$ cat config.mk
export PLATFORM = sky130hd
export DESIGN_NAME = lcd_line_writer
export DESIGN_NICKNAME = d
export VERILOG_FILES = /design/src/rtl/lcd_line_writer.sv
export SDC_FILE = /design/constraint.sdc
export NUM_CORES = 1
export LEC_CHECK = 0
export ABC_AREA = 1
export CAP_MARGIN = 20
export CORE_MARGIN = 1.5
export CORE_UTILIZATION = 32
export DETAILED_ROUTE_END_ITERATION = 10
export PLACE_DENSITY = 0.65
export SLEW_MARGIN = 20
export SYNTH_ARGS = -nofsm -noshare
export SYNTH_HDL_FRONTEND = slang
export SYNTH_SLANG_ARGS = --single-unit
$ cat constraint.sdc
create_clock -name clk -period 7.4 [get_ports clk]
set_input_delay 1.48 -clock clk [delete_from_list [all_inputs] [get_ports clk]]
set_output_delay 1.48 -clock clk [all_outputs]
set_load 0.01 [all_outputs]
$ cat src/rtl/lcd_line_writer.sv
`default_nettype none
// ============================================================================
// Module      : lcd_line_writer
// Description : HD44780-style 4-bit LCD driver. Runs the power-on init, then
//               writes two latched 16-character lines per display_start request.
// Revision    : 1.0 - initial release
// ============================================================================
module lcd_line_writer #(
    parameter int INIT_CYC       = 750000,
    parameter int E_HIGH_CYC     = 12,
    parameter int SETUP_CYC      = 2,
    parameter int NIBBLE_GAP_CYC = 50,
    parameter int CHAR_GAP_CYC   = 2000,
    parameter int CLEAR_CYC      = 82000
) (
    input  logic           clk,
    input  logic           rst_n,
    input  logic [0:127]   first_line,
    input  logic [0:127]   second_line,
    input  logic           display_start,
    output logic           LCD_RS,
    output logic           LCD_RW,
    output logic           LCD_E,
    output logic [3:0]     data_stream,
    output logic           display_end
);

    function automatic int f_max(input int a, input int b);
        return (a > b) ? a : b;
    endfunction

    localparam int MAX_CYC = f_max(f_max(f_max(INIT_CYC, E_HIGH_CYC), f_max(SETUP_CYC, NIBBLE_GAP_CYC)),
                                   f_max(CHAR_GAP_CYC, CLEAR_CYC));
    localparam int CW = $clog2(MAX_CYC + 2);

    localparam logic [31:0] C_INIT  = 32'(INIT_CYC);
    localparam logic [31:0] C_EHIGH = 32'(E_HIGH_CYC);
    localparam logic [31:0] C_SETUP = 32'(SETUP_CYC);
    localparam logic [31:0] C_NGAP  = 32'(NIBBLE_GAP_CYC);
    localparam logic [31:0] C_CGAP  = 32'(CHAR_GAP_CYC);
    localparam logic [31:0] C_CLEAR = 32'(CLEAR_CYC);

    typedef enum logic [2:0] {
        INIT_WAIT = 3'd0,
        INIT_SEQ  = 3'd1,
        IDLE      = 3'd2,
        FRAME     = 3'd3,
        DONE      = 3'd4
    } state_t;

    typedef enum logic [1:0] {
        PH_SETUP = 2'd0,
        PH_EHIGH = 2'd1,
        PH_HOLD  = 2'd2,
        PH_GAP   = 2'd3
    } phase_t;

    state_t          r_state, w_state;
    phase_t          r_phase, w_phase;
    logic [CW-1:0]   r_cnt,   w_cnt;
    logic [6:0]      r_idx,   w_idx;
    logic            r_e,     w_e;
    logic            r_rs,    w_rs;
    logic [3:0]      r_data,  w_data;
    logic            r_end,   w_end;
    logic [0:127]    r_line1, r_line2;

    logic            w_accept;
    logic            w_load;
    logic            w_adv;
    logic            w_last;
    logic [31:0]     w_cnt_inc;
    logic [31:0]     w_gap_len;
    logic [0:127]    w_l1, w_l2;

    // Nibble selection: idx counts nibbles, so idx[6:1] is the byte and idx[0] the half.
    function automatic logic [4:0] f_nib(input logic is_init, input logic [6:0] idx,
                                         input logic [0:127] l1, input logic [0:127] l2);
        logic [5:0] b;
        logic [3:0] k;
        logic [7:0] byt;
        logic       rs;
        b   = idx[6:1];
        k   = 4'd0;
        byt = 8'h00;
        rs  = 1'b0;
        if (is_init) begin
            case (idx)
                7'd0, 7'd1, 7'd2: byt[3:0] = 4'h3;
                7'd3, 7'd4:       byt[3:0] = 4'h2;
                7'd5:             byt[3:0] = 4'h8;
                7'd7:             byt[3:0] = 4'h6;
                7'd9:             byt[3:0] = 4'hC;
                7'd11:            byt[3:0] = 4'h1;
                default:          byt[3:0] = 4'h0;
            endcase
            return {1'b0, byt[3:0]};
        end
        if (b == 6'd0) begin
            byt = 8'h80;
        end else if (b <= 6'd16) begin
            k   = 4'(b - 6'd1);
            byt = l1[{k, 3'b000} +: 8];
            rs  = 1'b1;
        end else if (b == 6'd17) begin
            byt = 8'hC0;
        end else begin
            k   = 4'(b - 6'd18);
            byt = l2[{k, 3'b000} +: 8];
            rs  = 1'b1;
        end
        return {rs, (idx[0] ? byt[3:0] : byt[7:4])};
    endfunction

    assign w_accept  = (r_state == IDLE) && display_start;
    assign w_cnt_inc = 32'(r_cnt) + 32'd1;
    assign w_l1      = w_accept ? first_line  : r_line1;
    assign w_l2      = w_accept ? second_line : r_line2;

    // Init nibbles 0-3 stand alone; from 4 on, even idx is a high nibble.
    always_comb begin
        w_gap_len = C_CGAP;
        w_last    = 1'b0;
        if (r_state == INIT_SEQ) begin
            w_last = (r_idx == 7'd11);
            if (r_idx < 7'd4)
                w_gap_len = C_CGAP;
            else if (r_idx == 7'd11)
                w_gap_len = C_CLEAR;
            else if (!r_idx[0])
                w_gap_len = C_NGAP;
        end else begin
            w_last    = (r_idx == 7'd67);
            w_gap_len = r_idx[0] ? C_CGAP : C_NGAP;
        end
    end

    always_comb begin
        w_state = r_state;
        w_phase = r_phase;
        w_cnt   = r_cnt;
        w_idx   = r_idx;
        w_e     = r_e;
        w_rs    = r_rs;
        w_data  = r_data;
        w_end   = r_end;
        w_load  = 1'b0;
        w_adv   = 1'b0;

        unique case (r_state)
            INIT_WAIT: begin
                if (w_cnt_inc >= C_INIT) begin
                    w_state = INIT_SEQ;
                    w_idx   = 7'd0;
                    w_load  = 1'b1;
                end else begin
                    w_cnt = CW'(w_cnt_inc);
                end
            end
            INIT_SEQ, FRAME: begin
                unique case (r_phase)
                    PH_SETUP: begin
                        if (w_cnt_inc >= C_SETUP) begin
                            w_phase = PH_EHIGH;
                            w_e     = 1'b1;
                            w_cnt   = '0;
                        end else begin
                            w_cnt = CW'(w_cnt_inc);
                        end
                    end
                    PH_EHIGH: begin
                        if (w_cnt_inc >= C_EHIGH) begin
                            w_phase = PH_HOLD;
                            w_e     = 1'b0;
                            w_cnt   = '0;
                        end else begin
                            w_cnt = CW'(w_cnt_inc);
                        end
                    end
                    PH_HOLD: begin
                        if (w_gap_len == 32'd0) begin
                            w_adv = 1'b1;
                        end else begin
                            w_phase = PH_GAP;
                            w_cnt   = '0;
                        end
                    end
                    default: begin
                        if (w_cnt_inc >= w_gap_len)
                            w_adv = 1'b1;
                        else
                            w_cnt = CW'(w_cnt_inc);
                    end
                endcase
                if (w_adv) begin
                    if (w_last) begin
                        w_cnt = '0;
                        if (r_state == INIT_SEQ) begin
                            w_state = IDLE;
                        end else begin
                            w_state = DONE;
                            w_end   = 1'b1;
                        end
                    end else begin
                        w_idx  = r_idx + 7'd1;
                        w_load = 1'b1;
                    end
                end
            end
            IDLE: begin
                if (display_start) begin
                    w_state = FRAME;
                    w_idx   = 7'd0;
                    w_load  = 1'b1;
                end
            end
            DONE: begin
                if (!display_start) begin
                    w_end   = 1'b0;
                    w_state = IDLE;
                end
            end
            default: begin
                w_state = INIT_WAIT;
                w_cnt   = '0;
            end
        endcase

        // A zero setup time raises E on the same edge that presents the data.
        if (w_load) begin
            w_cnt          = '0;
            {w_rs, w_data} = f_nib(w_state == INIT_SEQ, w_idx, w_l1, w_l2);
            if (SETUP_CYC == 0) begin
                w_phase = PH_EHIGH;
                w_e     = 1'b1;
            end else begin
                w_phase = PH_SETUP;
                w_e     = 1'b0;
            end
        end
    end

    always_ff @(posedge clk or negedge rst_n) begin
        if (!rst_n) begin
            r_state <= INIT_WAIT;
            r_phase <= PH_SETUP;
            r_cnt   <= '0;
            r_idx   <= 7'd0;
            r_e     <= 1'b0;
            r_rs    <= 1'b0;
            r_data  <= 4'h0;
            r_end   <= 1'b0;
        end else begin
            r_state <= w_state;
            r_phase <= w_phase;
            r_cnt   <= w_cnt;
            r_idx   <= w_idx;
            r_e     <= w_e;
            r_rs    <= w_rs;
            r_data  <= w_data;
            r_end   <= w_end;
        end
    end

    always_ff @(posedge clk) begin
        if (w_accept) begin
            r_line1 <= first_line;
            r_line2 <= second_line;
        end
    end

    assign LCD_RS      = r_rs;
    assign LCD_RW      = 1'b0;
    assign LCD_E       = r_e;
    assign data_stream = r_data;
    assign display_end = r_end;

endmodule
`default_nettype wire

---- Word-level counts from Yosys, hierarchy flattened ----
Memories as Yosys holds them, arrays and structs flattened.
Index checks and enable logic that the tools add are counted.
operators by class
  $add $sub $neg .......................... 4
  multiplexer cells ....................... 66
  shift operators ......................... 2
  reduce and logical (&&, ||, !) cells .... 17
  $lt $le $gt $ge ......................... 6
  eq/ne operators ......................... 19
  bitwise logic cells ..................... 2
operators with widths
  operator               count
  $shiftx 128x8->129     2
  $mux 128               2
  $mux 20                8
  $pmux 20 s3            2
  $mux 17                2
  $ge 21x32->1           1
  $logic_not 32->1       1
  $mux 32                1
  $mux 7                 4
  $mux 8                 3
  $add 20x1->21 const B  1
  $ge 21x2->1 const B    1
  $ge 21x20->1 const B   1
  $ge 21x4->1 const B    1
  $mux 1                 21
  $pmux 7 s3             1
  $mux 3                 6
  $not 7->8              2
  $ne 3x3->1 const B     4
  $pmux 3 s4             1
  $mux 11                1
  $mux 2                 5
  $mux 5                 2
  $reduce_and 5->1       2
  other kinds (29)       41
word-level totals
  word-level logic and storage cells ...... 127
  register bits after elaboration ......... 295
  memories kept ........................... 1
  memory bits (read-only) ................. 64
  input port bits ......................... 259
memory list
  memory           depth  bits a word  read ports  clocked after Yosys merged registers in  wr ports  RTL line  source
  (no name shown)  16     4            1           0                                        0         88        case (idx)

---- Depth between registers and ports, before layout ----
  depth after elaboration ................. 18
  depth in mapped cells ................... 37
  depth with buffers taken out ............ 35

---- Worst setup path before layout ----
Ideal clock, no wire load.
  path type ............................... register -> register
  from .................................... register r_cnt[0]
  to ...................................... register r_data[1] (netlist: data_stream[1])
  path slack .............................. 2.999 ns
  setup time .............................. 0.117 ns
  clock period less this slack ............ 4.401 ns
  arrival time ............................ 4.284 ns
  buffers on the path ..................... 4
  stages on the path, launching flop included .. 37
  data required time ...................... 7.283 ns
  path through ............................ dfrtp_1 ha_1 nand3_2 nor2_2 nand3_1 nor2_1 nand2_1 nand2_1 inv_2 ha_1 o21ai_1 nand2_1 nor2_1 nand3_1 nand2_1 nand2_1 buf_6 nand2_4 inv_4 o21ai_1 nand3_2 nand2_4 inv_4 buf_4 ha_1 clkbuf_1 inv_1 buf_1 nand3_1 nand3_1 nand3_1 nand3_1 nand3_1 nand3_1 nand2_1 nand2_1 nand2_1
between the ends
  cells in the longest elaborated chain, start to end .. 15
  elaborated cells between the ends (all ways) .. 36
  classes of those cells .................. add/sub (3); order compare (3); eq/ne (2); shift (2); mux (21); bitwise (2); reduce/logical (2); memory (1)
ends and longest elaborated chain
  element                          RTL line  source
  start: declaration               60        logic [CW-1:0] r_cnt, w_cnt;
  start signal: assignment         256       r_cnt <= w_cnt;
  $add 20x1->21 (*)                116       assign w_cnt_inc = 32'(r_cnt) + 32'd1;
  $ge 21x32->1                     189       if (w_cnt_inc >= w_gap_len)
  $mux 1                           189
  $pmux 1 s2                       161       unique case (r_phase)
  $mux 1                           150       unique case (r_state)
  $mux 7                           195       if (w_adv) begin
  $pmux 7 s3                       150
  $sub 4x2->4                      108       k = 4'(b - 6'd18);
  $not 7->8 (not written as such)  109       byt = l2[{k, 3'b000} +: 8];
  $shiftx 128x8->129               109
  $mux 8                           105       end else if (b == 6'd17) begin
  $mux 8                           101       end else if (b <= 6'd16) begin
  $mux 8                           99        if (b == 6'd0) begin
  $mux 4                           112       return {rs, (idx[0] ? byt[3:0] : byt[7:4])};
  $mux 5                           99
  end signal: assignment           260       r_data <= w_data;
  end: declaration                 64        logic [3:0] r_data, w_data;
Every way passes the cells marked *; elsewhere a longest branch is shown, timed or not. The select of a mux whose other input is x is not followed.
A chain may end at the register's enable or synchronous reset.

---- Final worst setup path ----
  from .................................... register r_cnt[0]
  to ...................................... register r_data[0] (netlist: data_stream[0])
Same word-level chain as after synthesis.

==> impl_metrics.env <==
export IMPL_initial_utilization=0.324
export IMPL_busiest_layer="met2"
export IMPL_ys_types=46
export IMPL_drt_total_wl_um=53500
export IMPL_gp_congestion=0.916
export IMPL_clk_latency_ps=550
export IMPL_vias=15200
export IMPL_crit_required_ps=7820
export IMPL_fin_crit_sh=0.842
export IMPL_p_clk_frac=0.474
export IMPL_nets=2703
export IMPL_end_kind="register"
export IMPL_maxCapViolations=0
export IMPL_first_iter_violations=1196
export IMPL_antenna_found_initial=1
export IMPL_viasPerCell=4.99
export IMPL_worstHoldEndpoint="r_line1[84]$_DFF_P_"
export IMPL_cts_setup_buffers=0
export IMPL_totalPowerFinal_mw=3.81
export IMPL_cts_buffer_depth=3
export IMPL_crit_type="register to register"
export IMPL_drcViolationCount=0
export IMPL_grt_use_met2=0.355
export IMPL_grt_pass1_vias=15000
export IMPL_setup_violations=0
export IMPL_crit_arrival_ps=6660
export IMPL_synth_top_area_cell="dfxtp_1"
export IMPL_slew_headroom=0.349
export IMPL_worst_pin_slew_ps=974
export IMPL_final_layout_size_suffix_gt1_frac=0.0738
export IMPL_reg2regPathDepth=30
export IMPL_cts_tree="yes"
export IMPL_power_leakage_nw=8.93
export IMPL_cp_slowest_cell="ha_1"
export IMPL_port_buffers=265
export IMPL_outcome="completed"
export IMPL_hold_path_startpoint="r_line1[84]$_DFF_P_"
export IMPL_cts_max_level=2
export IMPL_path_clk_slew_ps=60
export IMPL_regToRegSetupSlack_ps=1170
export IMPL_dp_hpwl_um=38900
export IMPL_whs_ps=444
export IMPL_p_per_area_mw_per_mm2=201
export IMPL_synth_area_leaders="dfxtp_1 (35%), nand2_1 (25%), nand3_1 (11%)"
export IMPL_core_area_mm2=0.0455
export IMPL_syn_area_per_cell_um2=6.63
export IMPL_power_switching_mw=0.889
export IMPL_reg2reg_from="r_cnt[0]$_DFFE_PN0P_"
export IMPL_netlist_area_mm2=0.0148
export IMPL_cts_hold_fix_buffers=0
export IMPL_grt_max_degree=167
export IMPL_met3_usage=0.0441
export IMPL_cpMostUsedCell="nand2_1"
export IMPL_combPwrFrac=0.082
export IMPL_cp_max_fo=38
export IMPL_peakVddDrop_mv=0.121
export IMPL_dieArea_mm2=0.0474
export IMPL_period_minus_slack_ps=6230
export IMPL_drt_pass1_iter_count=5
export IMPL_ys_seq_area_frac=0.414
export IMPL_pre_cts_slack_ps=1300
export IMPL_rsz0062_at_grt="false"
export IMPL_rr_endpoint="data_stream[0]$_DFFE_PN0P_"
export IMPL_die_h_um=218
export IMPL_syn_num_nets=2505
export IMPL_ys_warn_count=0
export IMPL_ant_nets=0
export IMPL_grt_pass1_wl_um=82600
export IMPL_clock_skew_final_ps=21.3
export IMPL_power_frac_seq=0.444
export IMPL_max_stage_delay_ps=790
export IMPL_hp_class="register to register"
export IMPL_synth_seq_cells=295
export IMPL_area_growth_pct=28.3
export IMPL_grtUsageTotal=0.222
export IMPL_num_fill_cells=4724
export IMPL_cts_root_buf="clkbuf_16"
export IMPL_cts_sinks=295
export IMPL_worst_hold_path_num_cells=2
export IMPL_num_io_pins=267
export IMPL_critPathLaunchType="register"
export IMPL_rows=78
export IMPL_cts_resized=0
export IMPL_cellInternalPower_mw=2.92
export IMPL_synth_top_area_frac=0.347
export IMPL_slew_violations=0
export IMPL_grt_use_met1=0.291
export IMPL_wl_per_cell_um=17.5
export IMPL_max_freq_mhz=160
export IMPL_grt_overflow_total=0
export IMPL_finalHoldViolCount=0
export IMPL_syn_instance_count=2226
export IMPL_die_width_um=218
export IMPL_antenna_diode_count=0
export IMPL_switching_share=0.233
export IMPL_fin_setup_tns_ps=0
export IMPL_cts_made_buffers=35
export IMPL_finalWorstSetupSlack_ps=1170
-- registers in the layout (all words and copies together) (netlist names) --
register	cells
data_stream	4
r_state	3
display_end	1
r_line1	128
LCD_RS	1
r_cnt	20
r_idx	7
r_line2	128
r_phase	2
LCD_E	1
-- power groups by stage --
stage                     Combinational (mW)  Sequential [mW]  Clock (mW)
final                                  0.313             1.69        1.80
after detailed placement               0.310             1.72           0
after global routing                   0.344             1.70        1.90
after floorplan                        0.115             1.72           0
after CTS                              0.312             1.69        1.83
after global placement                 0.309             1.72           0
-- critical path, delay by kind of cell, from the launching register on --
| kind | cells | cell delay (ps) |
|---|---|---|
| flip-flops | 1 | 510 |
| adder cells (fa/ha/maj) | 3 | 1400 |
| XOR/XNOR | 1 | 200 |
| buffers and inverters | 4 | 1000 |
| AND/OR/NAND/NOR | 22 | 3000 |
-- cell usage after synthesis (all sizes together) --
cell type and n:
o221ai 1, and2 1, conb 1, a32oi 3
nand4 13, a31oi 4, xor2 8, o21ai 88
nor3b 1, nand2 1010, o21bai 1, nand3b 3
a2bb2oi 1, or2 48, clkbuf 75, and3 1
nor2 61, inv 140, nand3 328, a21oi 33
dfrtp 39, nor3 9, xnor2 1, o32ai 3
ha 20, dfxtp 256, nor4 5, o22ai 16
a22oi 13, buf 43
-- layer usage --
| metal | wire (um) | vias up |
|---|---|---|
| li1 | - | 7494 |
| met1 | 23300 | 7020 |
| met2 | 24200 | 593 |
| met3 | 3860 | 114 |
| met4 | 2150 | 2 |
| met5 | 12 | - |
-- cells by family after synthesis --
family | synth area share
xor gates and xnor gates | 0.00712
AOI/OAI and AO/OA | 0.0623
other | 0.000254
buffers and inverters | 0.0737
and+or+nand+nor | 0.426
DFF | 0.414
adders and majority gates | 0.0170
-- layout by cell type (no fill, tap or decap), types with 12 or more instances in the layout --
cell type and count:
clkdlybuf4s50_1 265, inv_1 114, dfxtp_1 256, nor2_1 54, nand2_2 12, dfrtp_1 39, nand4_1 13, nand2_1 994
nand3_1 322, a22oi_1 12, clkbuf_16 35, inv_2 22, a21oi_1 32, o21ai_0 78, or2_2 48, buf_4 14
o22ai_1 16, ha_1 19
-- per-stage QoR --
step,area [um^2],utilization,std cells
global route,18900,0.416,3051
global placement,17700,0.390,2987
finish,18900,0.416,3051
CTS,18900,0.416,3051
detailed placement,17700,0.390,2987
floorplan,14800,-,2226
-- area by class of cell --
cell class	count	area (um^2)	share of cell area
flip-flops and latches	295	6100	0.322
inverters	140	541	0.0285
well taps	600	751	0.0397
multi-input cells	1673	7570	0.400
clock inverters	19	255	0.0135
clock buffers	45	953	0.0504
repair buffers	279	2760	0.146
-- how the worst max path moves through the flow --
stage / from / end / slack [ps] / cells past startpoint
CTS: r_cnt[0]$_DFFE_PN0P_ / data_stream[0]$_DFFE_PN0P_ / 1290 / 30
global route: r_cnt[0]$_DFFE_PN0P_ / data_stream[0]$_DFFE_PN0P_ / 550 / 31
detailed placement: r_cnt[0]$_DFFE_PN0P_ / data_stream[0]$_DFFE_PN0P_ / 1300 / 31
global placement: r_cnt[0]$_DFFE_PN0P_ / data_stream[0]$_DFFE_PN0P_ / 1510 / 26
floorplan: r_cnt[0]$_DFFE_PN0P_ / data_stream[1]$_DFFE_PN0P_ / 3000 / 36
finish: r_cnt[0]$_DFFE_PN0P_ / data_stream[0]$_DFFE_PN0P_ / 1170 / 30
No activity file was read; power rests on OpenSTA's default activity.
